File: src/rtl/osc_freq_counter.sv
// osc_freq_counter
//   Digital frequency detector. Rising edges of an asynchronous oscillator
//   input are counted over a gate window of G clk cycles. The edge count of
//   each completed window is reported, and the counter saturates rather than
//   wrapping.
//
//   Optional feature: define LOCK_DETECT_EN to build the frequency-lock
//   detector (target/tol compare plus consecutive-window match counter).
//   Without it, lock is tied low and target/tol are ignored.
//
// Parameters
//   CNT_W        edge-count width
//   GATE_W       gate-window length width (clk cycles)
//   SYNC_STAGES  synchronizer depth on osc_in (>= 2)
//   LOCK_WINS    consecutive in-range windows needed for lock
//
// Ports
//   clk          in   system/reference clock, posedge
//   rst          in   synchronous active-high reset
//   osc_in       in   asynchronous oscillator input
//   start        in   begin measurement (sampled only when idle)
//   continuous   in   re-arm after each window (sampled at window end)
//   gate_cycles  in   window length G, latched on accepted start, 0 -> 1
//   target       in   expected count for the lock compare
//   tol          in   allowed |count - target|
//   busy         out  measurement in progress
//   count        out  edge count of the last completed window
//   count_valid  out  one-cycle pulse when count updates
//   overflow     out  last window saturated the count
//   lock         out  frequency-lock indicator
module osc_freq_counter #(
  parameter int CNT_W       = 16,
  parameter int GATE_W      = 16,
  parameter int SYNC_STAGES = 2,
  parameter int LOCK_WINS   = 4
) (
  input  logic              clk,
  input  logic              rst,
  input  logic              osc_in,
  input  logic              start,
  input  logic              continuous,
  input  logic [GATE_W-1:0] gate_cycles,
  input  logic [CNT_W-1:0]  target,
  input  logic [CNT_W-1:0]  tol,
  output logic              busy,
  output logic [CNT_W-1:0]  count,
  output logic              count_valid,
  output logic              overflow,
  output logic              lock
);

  typedef enum logic [1:0] {S_IDLE, S_ARM, S_COUNT, S_DONE} state_t;

  state_t                  r_state, w_state_next;
  logic [SYNC_STAGES-1:0]  r_sync;
  logic                    r_sync_prev;
  logic [GATE_W-1:0]       r_gate_len, r_gate_cnt;
  logic [CNT_W-1:0]        r_edge_cnt, r_count;
  logic                    r_ovf, r_overflow, r_count_valid;
  logic                    w_edge, w_last, w_ovf_next;
  logic [CNT_W-1:0]        w_cnt_next;
  logic [CNT_W:0]          w_sum;

  // Saturating increment: returns {saturated_this_step, new_value}.
  function automatic logic [CNT_W:0] sat_inc(input logic [CNT_W-1:0] v, input logic inc);
    if (!inc)
      return {1'b0, v};
    else if (&v)
      return {1'b1, v};
    else
      return {1'b0, v + 1'b1};
  endfunction

  assign w_edge     = r_sync[SYNC_STAGES-1] & ~r_sync_prev;
  // Last gate cycle: the result registered now includes this cycle's edge,
  // so count and count_valid appear together in the DONE cycle.
  assign w_last     = (r_state == S_COUNT) && (r_gate_cnt == GATE_W'(1));
  assign w_sum      = sat_inc(r_edge_cnt, w_edge);
  assign w_cnt_next = w_sum[CNT_W-1:0];
  assign w_ovf_next = r_ovf | w_sum[CNT_W];

  always_comb begin
    w_state_next = r_state;
    case (r_state)
      S_IDLE:  if (start) w_state_next = S_ARM;
      S_ARM:   w_state_next = S_COUNT;
      S_COUNT: if (w_last) w_state_next = S_DONE;
      S_DONE:  w_state_next = continuous ? S_ARM : S_IDLE;
      default: w_state_next = S_IDLE;
    endcase
  end

  always_ff @(posedge clk) begin
    if (rst) begin
      r_state       <= S_IDLE;
      r_sync        <= '0;
      r_sync_prev   <= 1'b0;
      r_gate_len    <= '0;
      r_gate_cnt    <= '0;
      r_edge_cnt    <= '0;
      r_ovf         <= 1'b0;
      r_count       <= '0;
      r_overflow    <= 1'b0;
      r_count_valid <= 1'b0;
    end else begin
      r_state       <= w_state_next;
      // Synchronizer stage boundary: osc_in -> r_sync -> r_sync_prev
      r_sync        <= {r_sync[SYNC_STAGES-2:0], osc_in};
      r_sync_prev   <= r_sync[SYNC_STAGES-1];
      r_count_valid <= 1'b0;
      case (r_state)
        S_IDLE: begin
          if (start)
            r_gate_len <= (gate_cycles == '0) ? GATE_W'(1) : gate_cycles;
        end
        S_ARM: begin
          r_gate_cnt <= r_gate_len;
          r_edge_cnt <= '0;
          r_ovf      <= 1'b0;
        end
        S_COUNT: begin
          r_gate_cnt <= r_gate_cnt - 1'b1;
          r_edge_cnt <= w_cnt_next;
          r_ovf      <= w_ovf_next;
          if (w_last) begin
            r_count       <= w_cnt_next;
            r_overflow    <= w_ovf_next;
            r_count_valid <= 1'b1;
          end
        end
        default: ;
      endcase
    end
  end

  assign busy        = (r_state != S_IDLE);
  assign count       = r_count;
  assign count_valid = r_count_valid;
  assign overflow    = r_overflow;

`ifdef LOCK_DETECT_EN
  localparam int MATCH_W = $clog2(LOCK_WINS + 1);
  localparam logic [MATCH_W-1:0] MATCH_MAX = MATCH_W'(LOCK_WINS);

  logic [MATCH_W-1:0]    r_match, w_match_next;
  logic                  r_lock, w_in_range;
  logic signed [CNT_W:0] w_diff;
  logic [CNT_W:0]        w_absdiff;

  // The difference of two unsigned CNT_W values never reaches the most
  // negative CNT_W+1 value, so negation cannot overflow.
  function automatic logic [CNT_W:0] abs_diff(input logic signed [CNT_W:0] d);
    return (d < 0) ? $unsigned(-d) : $unsigned(d);
  endfunction

  always_comb begin
    w_diff     = $signed({1'b0, w_cnt_next}) - $signed({1'b0, target});
    w_absdiff  = abs_diff(w_diff);
    w_in_range = (w_absdiff <= {1'b0, tol}) && !w_ovf_next;
    if (!w_in_range)
      w_match_next = '0;
    else if (r_match == MATCH_MAX)
      w_match_next = r_match;
    else
      w_match_next = r_match + 1'b1;
  end

  always_ff @(posedge clk) begin
    if (rst) begin
      r_match <= '0;
      r_lock  <= 1'b0;
    end else if (w_last) begin
      r_match <= w_match_next;
      r_lock  <= (w_match_next == MATCH_MAX);
    end
  end

  assign lock = r_lock;
`else
  logic w_unused_lock_inputs;
  assign w_unused_lock_inputs = ^{target, tol};
  assign lock = 1'b0;
`endif

endmodule

File: config.mk
export PLATFORM = sky130hd
export DESIGN_NAME = osc_freq_counter
export DESIGN_NICKNAME = d
export VERILOG_FILES = /design/src/rtl/osc_freq_counter.sv
export SDC_FILE = /design/constraint.sdc
export NUM_CORES = 1
export LEC_CHECK = 0
export ABC_CLOCK_PERIOD_IN_PS = 2600
export CAP_MARGIN = 20
export CELL_PAD_IN_SITES_DETAIL_PLACEMENT = 1
export CELL_PAD_IN_SITES_GLOBAL_PLACEMENT = 1
export CORE_MARGIN = 2
export CORE_UTILIZATION = 37
export DETAILED_ROUTE_END_ITERATION = 6
export PLACE_DENSITY = 0.9
export SLEW_MARGIN = 20
export SYNTH_ARGS = -nofsm -noshare
export SYNTH_HDL_FRONTEND = slang
export SYNTH_SLANG_ARGS = --single-unit
File: constraint.sdc
create_clock -name clk -period 2.6 [get_ports clk]
set_input_delay 0.39 -clock clk [delete_from_list [all_inputs] [get_ports clk]]
set_output_delay 0.39 -clock clk [all_outputs]
set_load 0.02 [all_outputs]
### Word level (Yosys, flattened, before mapping)

Cells that the tools add are included.

| operators by class | value |
|---|---|
| mux-type cells | 11 |
| order comparisons | 0 |
| shift operators | 0 |
| bitwise logic cells | 4 |
| $mul | 0 |
| eq/ne operators | 6 |
| reduce and logical (&&, ||, !) cells | 10 |
| div/mod/pow operators | 0 |
| add/subtract/negate cells | 2 |

Operators by type and width:

| operator | count |
|---|---|
| 16-bit one-hot mux with 2 select lines | 2 |
| 17-bit 2-to-1 mux | 2 |
| 16-bit by 1-bit adder with 16-bit output (second input constant) | 1 |
| 16-bit by 1-bit == test with 1-bit output (second input constant) | 1 |
| 16-bit zero test | 1 |
| 16-bit 2-to-1 mux | 1 |
| 16-bit AND reduction | 1 |
| 16-bit by 1-bit subtractor with 16-bit output (second input constant) | 1 |
| 2-bit one-hot mux with 4 select lines | 1 |
| 2-bit AND reduction | 3 |
| 2-bit == test (second input constant) | 2 |
| 2-bit 2-to-1 mux | 2 |
| 2-bit inequality test (second input constant) | 2 |
| 2-bit nonzero test | 2 |
| 2-bit by 1-bit == test with 1-bit output (second input constant) | 1 |
| 2-bit zero test | 1 |
| 1-bit 2-to-1 mux | 2 |
| 1-bit NOT | 2 |
| 1-bit one-hot mux with 2 select lines | 1 |
| 2-bit OR reduction | 1 |
| 1-bit bitwise AND | 1 |
| 1-bit logical AND | 1 |
| 1-bit OR | 1 |

| storage, ports and cells | value |
|---|---|
| input bits | 53 |
| ROM bits | 0 |
| bits in latches | 0 |
| register bits | 72 |
| RAM bits | 0 |
| logic and storage cells | 43 |
| memories | 0 |

### Depth between registers and ports, before layout

| depth | value |
|---|---|
| depth in word-level cells | 5 |
| mapped depth | 8 |
| depth with buffers taken out | 7 |

### Worst setup path after synthesis

Ideal clock, no wire load.

| timing | value |
|---|---|
| path kind | register to register |
| start point | register r_gate_cnt[0] |
| end point | register r_gate_cnt[9] |
| arrival | 2,182 ps |
| cell stages (with the launch flop) | 7 |
| path buffers | 1 |
| period minus slack after synthesis | 2,248 ps |
| required time | 2,534 ps |
| setup slack | 352 ps |
| setup time | 66 ps |
| path through | dfxtp_1 or4_4 or4_1 buf_2 or3_1 a311o_1 a21oi_2 |

| between the ends | value |
|---|---|
| longest elaborated chain between the ends | 2 |

RTL lines:

| element | line | RTL |
|---|---|---|
| from (decl) | 57 | `logic [GATE_W-1:0] r_gate_len, r_gate_cnt;` |
| from (signal assigned) | 117 | `r_gate_cnt <= r_gate_len;` |
| from (signal assigned) | 122 | `r_gate_cnt <= r_gate_cnt - 1'b1;` |
| 16-bit by 1-bit subtractor with 16-bit output | 122 |  |
| 16-bit one-hot mux with 2 select lines | 111 | `case (r_state)` |

Every way passes these cells.
A chain may end at the register's enable or synchronous reset.

### Worst setup path after layout

Same ends and word-level chain as after synthesis.

==> qor.tcl <==
set qor(share_of_final_layout_standard_cells_stronger_than_drive_strength_1_pct) 7.02
set qor(antenna_found_initial) 0
set qor(tritoncts) {yes}
set qor(worst-path-stages) 5
set qor(cap_viol_max_count) 0
set qor(async_reset_ff_share_pct) 0
set qor(maximum_number_of_pins_on_one_net_before_global_route_repair) 38
set qor(cp_data_required_time_ns) 2.89
set qor(worstPathBufferInverterCount) 0
set qor(postCtsResizedCells) 0
set qor(crit_path_max_fanout) 6
set qor(setup-violations-final) 0
set qor(drtPass1Iterations) 4
set qor(ant_nets) 0
set qor(hold_slack_ns) 0.447
set qor(synth-seq-area-share_pct) 40.9
set qor(critical_path.cell_chain) {or4_4, or4_1, or3_1, a311o_1, a21oi_2}
set qor(yosys_warnings) 0
set qor(netlist-cell-type-count) 54
set qor(timing.fmax_ghz) 0.434
set qor(via_count) 3435
set qor(cts_num_sinks) 72
set qor(crit_slowest_cell) {sky130_fd_sc_hd__or4_4}
set qor(first_pass_grt_wire_length_um) 16700
set qor(num-nets-final) 539
set qor(post_synthesis_instance_area_um2) 3520
set qor(number_of_global_route_vias_before_repair) 3562
set qor(worst_min_delay_path_category) {reg2reg}
set qor(drt-initial-drc-count) 112
set qor(ys_ff_latch) 72
set qor(worst_path_largest_cell_delay_ns) 0.56
set qor(slew_headroom_pct) 53.5
set qor(chipWidth_um) 102
set qor(number_of_synthesized_flops_with_an_enable_pin) 0
set qor(rsz0062_at_grt) {false}
set qor(antenna-diode-count) 0
set qor(fin_setup_tns_ns) 0
set qor(cts_bufs_inserted) 9
set qor(grt_use_total_pct) 20.1
set qor(cts.reportedPaths.clkPinSlew_ns) 0.08
set qor(max-clock-path-buffers) 2
set qor(root_buffer) {sky130_fd_sc_hd__clkbuf_8}
set qor(vias_per_cell) 5.60
set qor(synthesis.area_per_instance_um2) 7.93
set qor(instance_count_after_placement_with_tap_cells_included) 597
set qor(worst_clock_skew_ns) 0.00674
set qor(postPlaceCellArea_um2) 4070
set qor(r2r-end) {r_gate_cnt[9]}
set qor(cts_htree_levels) 3
set qor(final.period_utilization_pct) 88.6
set qor(finalWorstSetupSlack_ns) 0.296
set qor(clock_latency_ns) 0.35
set qor(finish.instance_area_um2) 4240
set qor(final-max-slew-violation-count) 0
set qor(worst_setup_path_startpoint) {r_gate_cnt[0]}
set qor(grt_util_met2_pct) 35.1
set qor(area_delta_synth_final_pct) 20.3
set qor(finalWeightedCongestion) 0.841
set qor(worst_reg2reg_path_startpoint) {r_gate_cnt[0]}
set qor(timing.critical_path.max_delay_family) {simple AND/OR/NAND/NOR gates}
set qor(r2r_setup_slack_ns) 0.30
set qor(floorplan.die_area_um2) 10300
set qor(std_cell_rows) 35
set qor(ir_drop_mv) 0.360
set qor(dp_worst_setup_slack_ns) 0.307
set qor(place.port_buffers) 39
set qor(hold_violations) 0
set qor(detail_route.wl_per_cell_um) 15.9
set qor(post_cts_hold_buffer_count) 0
set qor(postSynthNetCount) 504
set qor(p_leak_nw) 1.39
set qor(worstRegToRegCells) 5
set qor(drt_wl_total_um) 9730
set qor(dp.final_hpwl_um) 6870
set qor(grt_overflow_total) 0
set qor(postSynthCellCount) 444
set qor(cellPowerDensity_nw_per_um2) 878
set qor(final.min_clock_period_ns) 2.30
set qor(crit_end_category) {flop}
set qor(detail_route.drc_violations) 0
set qor(use_met1_pct) 23.9
set qor(globalRouteMet3Util_pct) 4.62
set qor(core_um2) 9240
set qor(busiest_grt_layer) {met2}
set qor(critical_path_class) {reg2reg}
set qor(final_cell_count_no_fill) 613
set qor(cp-start-kind) {flop}
set qor(holdPathStages) 1
set qor(postCtsSetupRepairBufs) 0
set qor(critPathCapture) {r_gate_cnt[9]}
set qor(die_height_um) 102
set qor(initial_core_util_pct) 38.1
set qor(floorplan.io_pins) 73
set qor(run_status) {completed}
set qor(synth-main-ff-cell) {sky130_fd_sc_hd__dfxtp_1}
set qor(arrival_ns) 2.60
set qor(timing_worst_slew_pin_value_ns) 0.698
[worst register-to-register path, delay by kind of cell (launching register included)]
family	cells	cell delay, ns
and+or+nand+nor	3	1.39
AOI/OAI and AO/OA	2	0.50
DFF	1	0.36
[synthesized netlist by cell type (6+ instances only)]
master / instances / area [um^2]
sky130_fd_sc_hd__a211oi_1: 24 / 180
sky130_fd_sc_hd__clkbuf_1: 24 / 90.1
sky130_fd_sc_hd__nand2_1: 59 / 221
sky130_fd_sc_hd__or3_1: 10 / 62.6
sky130_fd_sc_hd__ha_1: 7 / 87.6
sky130_fd_sc_hd__inv_1: 15 / 56.3
sky130_fd_sc_hd__nor2_1: 33 / 124
sky130_fd_sc_hd__nand4_1: 7 / 43.8
sky130_fd_sc_hd__xor2_1: 9 / 78.8
sky130_fd_sc_hd__nor2b_1: 6 / 37.5
sky130_fd_sc_hd__o31ai_1: 6 / 45.0
sky130_fd_sc_hd__a31oi_1: 8 / 50.1
sky130_fd_sc_hd__dfxtp_1: 72 / 1440
sky130_fd_sc_hd__nand3_1: 13 / 65.1
sky130_fd_sc_hd__o21ai_0: 22 / 110
sky130_fd_sc_hd__a21oi_1: 44 / 220
sky130_fd_sc_hd__nor3_1: 11 / 55.1
sky130_fd_sc_hd__nor4_1: 9 / 56.3
[placed cells by master, fill, tap and decap left out, types with 2 or more instances in the layout]
master	n
sky130_fd_sc_hd__nand3_1	13
sky130_fd_sc_hd__a21oi_1	44
sky130_fd_sc_hd__or4_1	3
sky130_fd_sc_hd__nor3_1	11
sky130_fd_sc_hd__inv_1	15
sky130_fd_sc_hd__buf_4	13
sky130_fd_sc_hd__xor2_1	9
sky130_fd_sc_hd__o31ai_1	6
sky130_fd_sc_hd__or3_1	10
sky130_fd_sc_hd__clkbuf_1	2
sky130_fd_sc_hd__ha_1	7
sky130_fd_sc_hd__nor4_1	9
sky130_fd_sc_hd__a211oi_1	24
sky130_fd_sc_hd__nor4b_1	2
sky130_fd_sc_hd__clkinv_2	4
sky130_fd_sc_hd__nand4_1	7
sky130_fd_sc_hd__nand2b_1	2
sky130_fd_sc_hd__a22oi_1	2
sky130_fd_sc_hd__clkbuf_8	10
sky130_fd_sc_hd__o21a_1	4
sky130_fd_sc_hd__nor2b_1	6
sky130_fd_sc_hd__a2bb2oi_1	3
sky130_fd_sc_hd__and3_1	4
sky130_fd_sc_hd__o22ai_1	4
sky130_fd_sc_hd__a221oi_1	2
sky130_fd_sc_hd__o21ai_0	22
sky130_fd_sc_hd__a31oi_1	8
sky130_fd_sc_hd__nand3b_1	4
sky130_fd_sc_hd__o211ai_1	2
sky130_fd_sc_hd__nor2_1	33
sky130_fd_sc_hd__clkdlybuf4s50_1	38
sky130_fd_sc_hd__xnor2_1	3
sky130_fd_sc_hd__mux2i_1	3
sky130_fd_sc_hd__o32ai_1	3
sky130_fd_sc_hd__dfxtp_1	72
sky130_fd_sc_hd__nand2_1	59
[metrics by stage]
| stage | utilization [%] | power, mW |
|---|---|---|
| floorplan | - | 2.45 |
| global placement | 44.1 | 2.85 |
| detailed placement | 44.1 | 2.93 |
| CTS | 45.9 | 3.75 |
| global route | 45.9 | 3.99 |
| finish | 45.9 | 3.72 |
[where the power goes]
group	switching, mW	internal (mW)	leakage [nW]
sequential	0.152	1.25	0.585
combinational	0.956	0.568	0.712
clock	0.428	0.367	0.0899
total	1.54	2.19	1.39
[layer usage]
layer	up-vias	part of all wire (%)
li1	1682	-
met1	1657	45
met2	75	50
met3	21	3.4
met4	0	2.2
met5	-	0
[state kept, by name (all words and copies together), names as in the netlist, 2 cells and up]
register	cells
count	16
r_edge_cnt	16
r_gate_cnt	16
r_gate_len	16
r_state	2
r_sync	2
[cell type report]
| cell class | count | area (um^2) |
|---|---|---|
| multi-input cells | 327 | 1910 |
| fillers | 1123 | 5000 |
| repair buffers | 53 | 503 |
| inverters | 16 | 60.1 |
| clock inverters | 4 | 20.0 |
| well taps | 129 | 161 |
| clock buffers | 12 | 145 |
| flip-flops and latches | 72 | 1440 |
[how the worst min path moves through the flow]
stage	startpoint	to	slack [ns]
after floorplan	r_sync[0]	r_sync[1]	0.41
after global placement	r_sync[0]	r_sync[1]	0.43
after detailed placement	r_sync[0]	r_sync[1]	0.44
after CTS	r_sync[0]	r_sync[1]	0.45
after global routing	r_sync[0]	r_sync[1]	0.46
final	r_sync[0]	r_sync[1]	0.45
[kinds of logic after synthesis]
kind of cell | after synthesis | synth area share [%]
flops | 72 | 40.9
fa+ha+maj | 7 | 2.49
buf+inv | 45 | 4.94
xor+xnor | 12 | 2.98
simple gates | 171 | 23.9
other cells | 1 | 0.106
mux | 3 | 0.853
compound gates | 133 | 23.8
(Power assumes the default switching activity.)
